## config.mk

```make
export PLATFORM = sky130hd
export DESIGN_NAME = bexkat_write_buffer
export DESIGN_NICKNAME = d
export VERILOG_FILES = /design/src/rtl/bexkat_write_buffer.sv
export SDC_FILE = /design/constraint.sdc
export NUM_CORES = 1
export LEC_CHECK = 0
export ABC_AREA = 1
export CORE_MARGIN = 2
export CORE_UTILIZATION = 54
export DETAILED_ROUTE_END_ITERATION = 6
export PLACE_DENSITY = 0.79
export SLEW_MARGIN = 30
export SYNTH_ARGS = -nofsm -noshare
export SYNTH_HDL_FRONTEND = slang
export SYNTH_SLANG_ARGS = --single-unit
```

## constraint.sdc

```tcl
create_clock -name clk -period 5.2 [get_ports clk]
set_input_delay 1.04 -clock clk [delete_from_list [all_inputs] [get_ports clk]]
set_output_delay 1.04 -clock clk [all_outputs]
set_load 0.005 [all_outputs]
```

## src/rtl/bexkat_write_buffer.sv

```systemverilog
// bexkat_write_buffer: posted-write buffer between the bexkat2 CPU master and memory.
// CPU writes are queued in a small FIFO and drained to memory in order. A read waits
// until the FIFO is empty and then issues a single registered memory transaction, so
// memory always observes strict program order.
module bexkat_write_buffer #(
    parameter int DEPTH = 4,
    parameter int AW    = 32,
    parameter int DW    = 32
) (
    input  logic              clk,
    input  logic              reset,
    input  logic [AW-1:0]     cpu_address,
    input  logic              cpu_read,
    input  logic              cpu_write,
    input  logic [DW-1:0]     cpu_writedata,
    input  logic [DW/8-1:0]   cpu_byteenable,
    output logic [DW-1:0]     cpu_readdata,
    output logic              cpu_waitrequest,
    output logic [AW-1:0]     mem_address,
    output logic              mem_read,
    output logic              mem_write,
    output logic [DW-1:0]     mem_writedata,
    output logic [DW/8-1:0]   mem_byteenable,
    input  logic [DW-1:0]     mem_readdata,
    input  logic              mem_waitrequest,
    output logic              idle
);

    localparam int BW = DW / 8;
    localparam int PW = $clog2(DEPTH);
    localparam int CW = $clog2(DEPTH + 1);

    typedef enum logic [1:0] {
        IDLE,
        RD_REQ,
        RD_DONE
    } state_t;

    state_t state, state_nx;

    // FIFO storage and bookkeeping
    logic [AW-1:0] fifo_addr [DEPTH];
    logic [DW-1:0] fifo_data [DEPTH];
    logic [BW-1:0] fifo_be   [DEPTH];
    logic [PW-1:0] wr_ptr, rd_ptr;
    logic [CW-1:0] count;
    logic          full, empty;

    // Read transaction registers
    logic [AW-1:0] rd_addr;
    logic [BW-1:0] rd_be;
    logic [DW-1:0] rd_data;

    logic push, pop, start_rd, capture;

    // Full looks only at the registered count: a pop in the same cycle does not free a slot yet.
    assign full         = (count == CW'(DEPTH));
    assign empty        = (count == '0);
    assign idle         = empty && (state == IDLE);
    assign cpu_readdata = rd_data;

    // Entry storage: written on push only.
    // NOTE: the data array carries no reset; validity is tracked by the pointers and count,
    // so clearing the payload would add reset fan-out without changing behaviour.
    always_ff @(posedge clk) begin
        if (push) begin
            fifo_addr[wr_ptr] <= cpu_address;
            fifo_data[wr_ptr] <= cpu_writedata;
            fifo_be[wr_ptr]   <= cpu_byteenable;
        end
    end

    // FIFO pointers and occupancy; reset discards any pending writes.
    // NOTE: sequential state uses non-blocking assignments so every register samples
    // pre-edge values regardless of the order the blocks are evaluated in.
    always_ff @(posedge clk or posedge reset) begin
        if (reset) begin
            wr_ptr <= '0;
            rd_ptr <= '0;
            count  <= '0;
        end else begin
            if (push) wr_ptr <= wr_ptr + PW'(1);
            if (pop)  rd_ptr <= rd_ptr + PW'(1);
            case ({push, pop})
                2'b10:   count <= count + CW'(1);
                2'b01:   count <= count - CW'(1);
                default: count <= count;
            endcase
        end
    end

    // Read FSM state and the registered read address/lanes/data.
    always_ff @(posedge clk or posedge reset) begin
        if (reset) begin
            state   <= IDLE;
            rd_addr <= '0;
            rd_be   <= '0;
            rd_data <= '0;
        end else begin
            state <= state_nx;
            if (start_rd) begin
                rd_addr <= cpu_address;
                rd_be   <= cpu_byteenable;
            end
            if (capture) rd_data <= mem_readdata;
        end
    end

    // Next state, FIFO handshakes and both bus ports.
    // NOTE: every output of this block gets a default first, so no path can leave one
    // unassigned and infer a latch.
    always_comb begin
        state_nx        = state;
        push            = 1'b0;
        pop             = 1'b0;
        start_rd        = 1'b0;
        capture         = 1'b0;
        cpu_waitrequest = 1'b0;
        mem_read        = 1'b0;
        mem_write       = 1'b0;
        mem_address     = '0;
        mem_writedata   = '0;
        mem_byteenable  = '0;
        case (state)
            IDLE: begin
                // Drain the head entry whenever anything is queued.
                if (!empty) begin
                    mem_write      = 1'b1;
                    mem_address    = fifo_addr[rd_ptr];
                    mem_writedata  = fifo_data[rd_ptr];
                    mem_byteenable = fifo_be[rd_ptr];
                    pop            = !mem_waitrequest;
                end
                // A write wins over an (illegal) simultaneous read.
                if (cpu_write) begin
                    cpu_waitrequest = full;
                    push            = !full;
                end else if (cpu_read) begin
                    cpu_waitrequest = 1'b1;
                    if (empty) begin
                        start_rd = 1'b1;
                        state_nx = RD_REQ;
                    end
                end
            end
            RD_REQ: begin
                mem_read        = 1'b1;
                mem_address     = rd_addr;
                mem_byteenable  = rd_be;
                cpu_waitrequest = cpu_read || cpu_write;
                if (!mem_waitrequest) begin
                    capture  = 1'b1;
                    state_nx = RD_DONE;
                end
            end
            RD_DONE: begin
                // One-cycle completion window; readdata comes straight from rd_data.
                state_nx = IDLE;
            end
            default: state_nx = IDLE;
        endcase
    end

    // Simulation-only protocol checks.
    a_no_rw_together : assert property (@(posedge clk) disable iff (reset)
        !(cpu_read && cpu_write))
        else $error("bexkat_write_buffer: cpu_read and cpu_write asserted together");

    a_mem_exclusive : assert property (@(posedge clk) disable iff (reset)
        !(mem_read && mem_write))
        else $error("bexkat_write_buffer: mem_read and mem_write asserted together");

endmodule

```

## Word level (Yosys, flattened, before mapping)

Memory sizes are Yosys's and may differ from the RTL's.
Index checks and enable logic that the tools add are counted.

- Register bits: 77
- Memory bits (writable): 272
- Bits of input ports: 105
- Logic and storage cells: 60
- Memories: 3

- Add/subtract/negate cells: 4
- Equality and inequality tests: 8
- Muxes and demuxes: 30
- Reductions and logical operators: 8

Memories:

| name | words | bits a word | rd ports | clocked after memory_dff | write ports | line | RTL |
|---|---|---|---|---|---|---|---|
| fifo_addr | 4 | 32 | 1 | 0 | 1 | 42 | `logic [AW-1:0] fifo_addr [DEPTH];` |
| fifo_data | 4 | 32 | 1 | 0 | 1 | 43 | `logic [DW-1:0] fifo_data [DEPTH];` |
| fifo_be | 4 | 4 | 1 | 0 | 1 | 44 | `logic [BW-1:0] fifo_be [DEPTH];` |

Operators with widths:

| kind | count |
|---|---|
| two-way mux 32 bit | 3 |
| one-hot mux 32 bit (2 select lines) | 1 |
| two-way mux 1 bit | 17 |
| two-way mux 2 bit | 4 |
| inequality test 2 bit, second input constant | 4 |
| one-hot mux 4 bit (2 select lines) | 1 |
| one-hot mux 3 bit (2 select lines) | 1 |
| adder 2 x 1 -> 2 bit, second input constant | 2 |
| equality test 2 x 1 -> 1 bit, second input constant | 2 |
| two-way mux 4 bit | 1 |
| one-hot mux 2 bit (2 select lines) | 1 |
| AND reduction 4 bit | 1 |
| adder 3 x 1 -> 3 bit, second input constant | 1 |
| equality test 3 bit, second input constant | 1 |
| logical NOT 3 bit | 1 |
| subtractor 3 x 1 -> 3 bit, second input constant | 1 |
| equality test 2 bit, second input constant | 1 |
| logical NOT 1 bit | 2 |
| logical NOT 2 bit | 1 |
| one-hot mux 1 bit (2 select lines) | 1 |
| nonzero test 2 bit | 1 |
| logical AND 1 bit | 1 |
| logical OR 1 bit | 1 |

## Logic depth before layout (Yosys ltp)

- Depth in word-level cells: 6
- Gate-level depth with buffers: 11
- Gate-level depth less buffers: 11

## Worst setup path after synthesis

No wires, ideal clock.

- Path type: input -> register
- From: input port cpu_write
- To: memory fifo_addr[0][0], enable pin
- Setup time: 495 ps
- Arrival time: 4,101 ps
- Path slack: 605 ps
- Cell stages on the path: 2
- Buffers on the path: 0
- Path through: nand3_1 > nor2_1

- Longest elaborated chain between the ends: 4

Ends and longest elaborated chain:

| what | line | RTL |
|---|---|---|
| start: declaration | 14 | `input logic cpu_write,` |
| two-way mux 1 bit | 135 | `if (cpu_write) begin` |
| two-way mux 1 bit | 124 | `case (state)` |
| two-way mux 1 bit | 66 | `if (push) begin` |
| two-way mux 1 bit (implied by the code) | 67 | `fifo_addr[wr_ptr] <= cpu_address;` |
| end: declaration | 42 |  |

No other way between the ends.

## Worst setup path in the final report

- From: register rd_ptr[0]
- To: output port mem_writedata[13]

- Longest elaborated chain between the ends: 3

Ends and longest elaborated chain:

| what | line | RTL |
|---|---|---|
| start: declaration | 45 | `logic [PW-1:0] wr_ptr, rd_ptr;` |
| start signal: assignment | 83 | `if (pop) rd_ptr <= rd_ptr + PW'(1);` |
| memory read (4 x 32 bit) | -- |  |
| two-way mux 32 bit | 127 | `if (!empty) begin` |
| two-way mux 32 bit | 124 |  |
| end: declaration | 22 | `output logic [DW-1:0] mem_writedata,` |

No other way between the ends.

==> reports/qor.yml <==
status: "finished, final reports clean"
clockPowerShare_pct: 22.3
vdd_ir_drop_max_v: 0.000337
grt_max_degree: 106
grt_first_pass_wirelength_um: 51600
p_leak_nw: 7.40
ant_nets: 0
criticalPathCategory: "reg2out"
numCtsBuffers: 35
cts_setup_buffers: 0
drv_cap: 0
clk_pin_slew_ns: 0.06
yosys_register_bits: 349
synth_top_area_cell: "edfxtp_1"
crit_fanout: 90
fin_crit_sh_pct: 83.6
crit_buf_inv: 2
clockBufferDepth: 3
yosysSeqAreaShare_pct: 70.4
rsz0062_at_grt: "false"
ys_types: 27
ctsHoldBuffers: 0
path_common_cell: "nand2_1"
start_util_pct: 55.1
fin_setup_tns_ns: 0
hold_viol: 0
clkSinkCount: 349
grt_usage_pct: 23.5
crit_chain: "buf_4, nand2_1, nand2_1, nand2_1, a21oi_1, clkdlybuf4s50_1"
cp-start-kind: "register"
final-setup-viol-count: 0
clk_latency_ns: 0.51
drive_gt1_share_pct: 5.66
dp_hpwl_um: 19600
worst_slew_pin_slew_ns: 0.984
worstHoldPathType: "reg2reg"
core.rowCount: 59
max_slew_margin_pct: 34.4
ys_top_cells_by_area: "edfxtp_1 (57%), nand2_1 (15%), dfrtp_1 (13%), nand3_1 (6.3%), inv_1 (2.1%)"
cts_tree: "done"
drv_slew: 0
cpMaxStageDelayCell: "buf_4"
crit_required_ns: 4.16
endpoint_kind: "output port"
critPathArrivalTime_ns: 3.31
path_delay_family: "buffers and inverters"
cellPowerDensity_nw_per_um2: 592
cts-root-buf: "clkbuf_16"
avgSynthCellArea_um2: 10.7
fmax_mhz: 230
min_period_ns: 4.35
place.gp.congestion: 0.767
postSynthCellCount: 1339
synth_fp_nets: 1450
fp.dieH_um: 167
antenna_found_initial: 2
ff2ff_setup_slack_ns: 2.52
h-tree-depth: 2
drt_iter0_drc: 808
overflow: 0
pin_count: 209
via_count: 9989
cts_resized: 0
seqPwrFrac_pct: 38.9
drtPass1Iterations: 7
syn2layout_area_growth_pct: 23.4
die_x_um: 167
netSwitchingPower_w: 0.00359
power_frac_comb_pct: 38.9
synth_warnings: 0
finalWirelength_um: 32800
vias_per_cell: 5.28
io_buffers: 208
swShare_pct: 34.2
syn_area_um2: 14300
fin_skew_ns: 0.0215
nNetsFinal: 1641
critical-path-max-stage-delay_ns: 0.82
drc_errors: 0
final_util_pct: 68.0
power.internal_w: 0.00690
routedWlPerCell_um: 17.3
core-area_um2: 26100
die_area_um2: 27900
synth.top_cell.area_share_pct: 56.9
first_global_vias: 9865
-- synthesized netlist by cell type, drive strengths merged --
library cell	instances
nand2	596
edfxtp	272
nand3	180
inv	86
dfrtp	77
buf	61
a21oi	33
clkbuf	10
nor2	9
ha	5
nand4	3
o21ai	2
xor2	2
a31oi	1
fa	1
xnor2	1
-- cell families after synthesis --
logic type / Yosys count / synth area share, %
AND/OR/NAND/NOR: 788 / 22.5
flip-flops: 349 / 70.4
buffers and inverters: 157 / 5.04
AO/OA/AOI/OAI: 36 / 1.29
adder cells (fa/ha/maj): 6 / 0.576
XOR/XNOR: 3 / 0.183
-- worst paths after layout --
kind,from,end,cells past startpoint
max in group asynchronous,reset,rd_addr[20],3
min in group asynchronous,reset,cpu_readdata[11],2
hold reg to reg,rd_addr[21],rd_addr[21],2
setup reg to reg,state[1],fifo_addr[3][11],4
hold / removal,rd_addr[21],rd_addr[21],2
setup / recovery,rd_ptr[0],mem_writedata[13],6
-- sequential cells by signal, summed over array words and instances, names as in the netlist, 3 cells and up --
| name | flops |
|---|---|
| rd_addr | 32 |
| count | 3 |
| rd_be | 4 |
| fifo_be | 16 |
| fifo_data | 128 |
| fifo_addr | 128 |
| cpu_readdata | 32 |
-- tightest hold or removal path, stage by stage, from the launching register on --
cell and delay, ns:
dfrtp_1 0.34, nand2_1 0.05, nand2_1 0.05
-- stage by stage --
| stage | std cells | total power (W) | worst slack, ns | cell area, um^2 | hold slack [ns] |
|---|---|---|---|---|---|
| after floorplan | 1339 | 0.00624 | 0.605 | 14300 | 0.442 |
| after global placement | 1827 | 0.00810 | 1.36 | 16600 | 0.453 |
| after detailed placement | 1828 | 0.00822 | 1.43 | 16700 | 0.458 |
| after CTS | 1889 | 0.0106 | 0.890 | 17700 | 0.473 |
| after global routing | 1890 | 0.0111 | 0.702 | 17700 | 0.485 |
| final | 1891 | 0.0105 | 0.851 | 17700 | 0.471 |
-- power by group through the flow --
stage	combinational [W]	sequential, W	clock (W)
5_1_grt	0.00450	0.00414	0.00249
6_report	0.00407	0.00408	0.00234
3_3_place_gp	0.00401	0.00409	0
2_1_floorplan	0.00218	0.00406	0
3_5_place_dp	0.00410	0.00412	0
4_1_cts	0.00412	0.00408	0.00238
-- cells in the final DEF, fill, tap and decap left out, drive strengths merged --
| master | synthesis | layout |
|---|---|---|
| xor2 | 2 | 2 |
| diode | 0 | 2 |
| edfxtp | 272 | 272 |
| clkbuf | 10 | 41 |
| bufinv | 0 | 2 |
| fa | 1 | 1 |
| a31oi | 1 | 1 |
| ha | 5 | 5 |
| nand3 | 180 | 180 |
| nor2 | 9 | 9 |
| clkinv | 0 | 16 |
| clkinvlp | 0 | 1 |
| a21oi | 33 | 33 |
| nand4 | 3 | 3 |
| nand2 | 596 | 596 |
| dfrtp | 77 | 77 |
| clkdlybuf4s50 | 0 | 208 |
| inv | 86 | 87 |
| o21ai | 2 | 2 |
| buf | 61 | 17 |
| xnor2 | 1 | 1 |
-- area by class of cell --
| class | instances | area (um^2) |
|---|---|---|
| flip-flops and latches | 349 | 10100 |
| well taps | 335 | 419 |
| diodes | 2 | 5.00 |
| multi-input cells | 833 | 3570 |
| clock inverters | 20 | 151 |
| clock buffers | 41 | 898 |
| inverters | 86 | 333 |
| fillers | 1880 | 8350 |
| repair buffers | 225 | 2230 |
-- metal layers --
metal	up-vias	wire length [um]	GRT usage, %
li1	4788	-	-
met1	4745	12900	29.0
met2	387	16300	40.5
met3	67	2610	5.54
met4	2	947	8.36
met5	-	13	0
(Power assumes the default switching activity.)
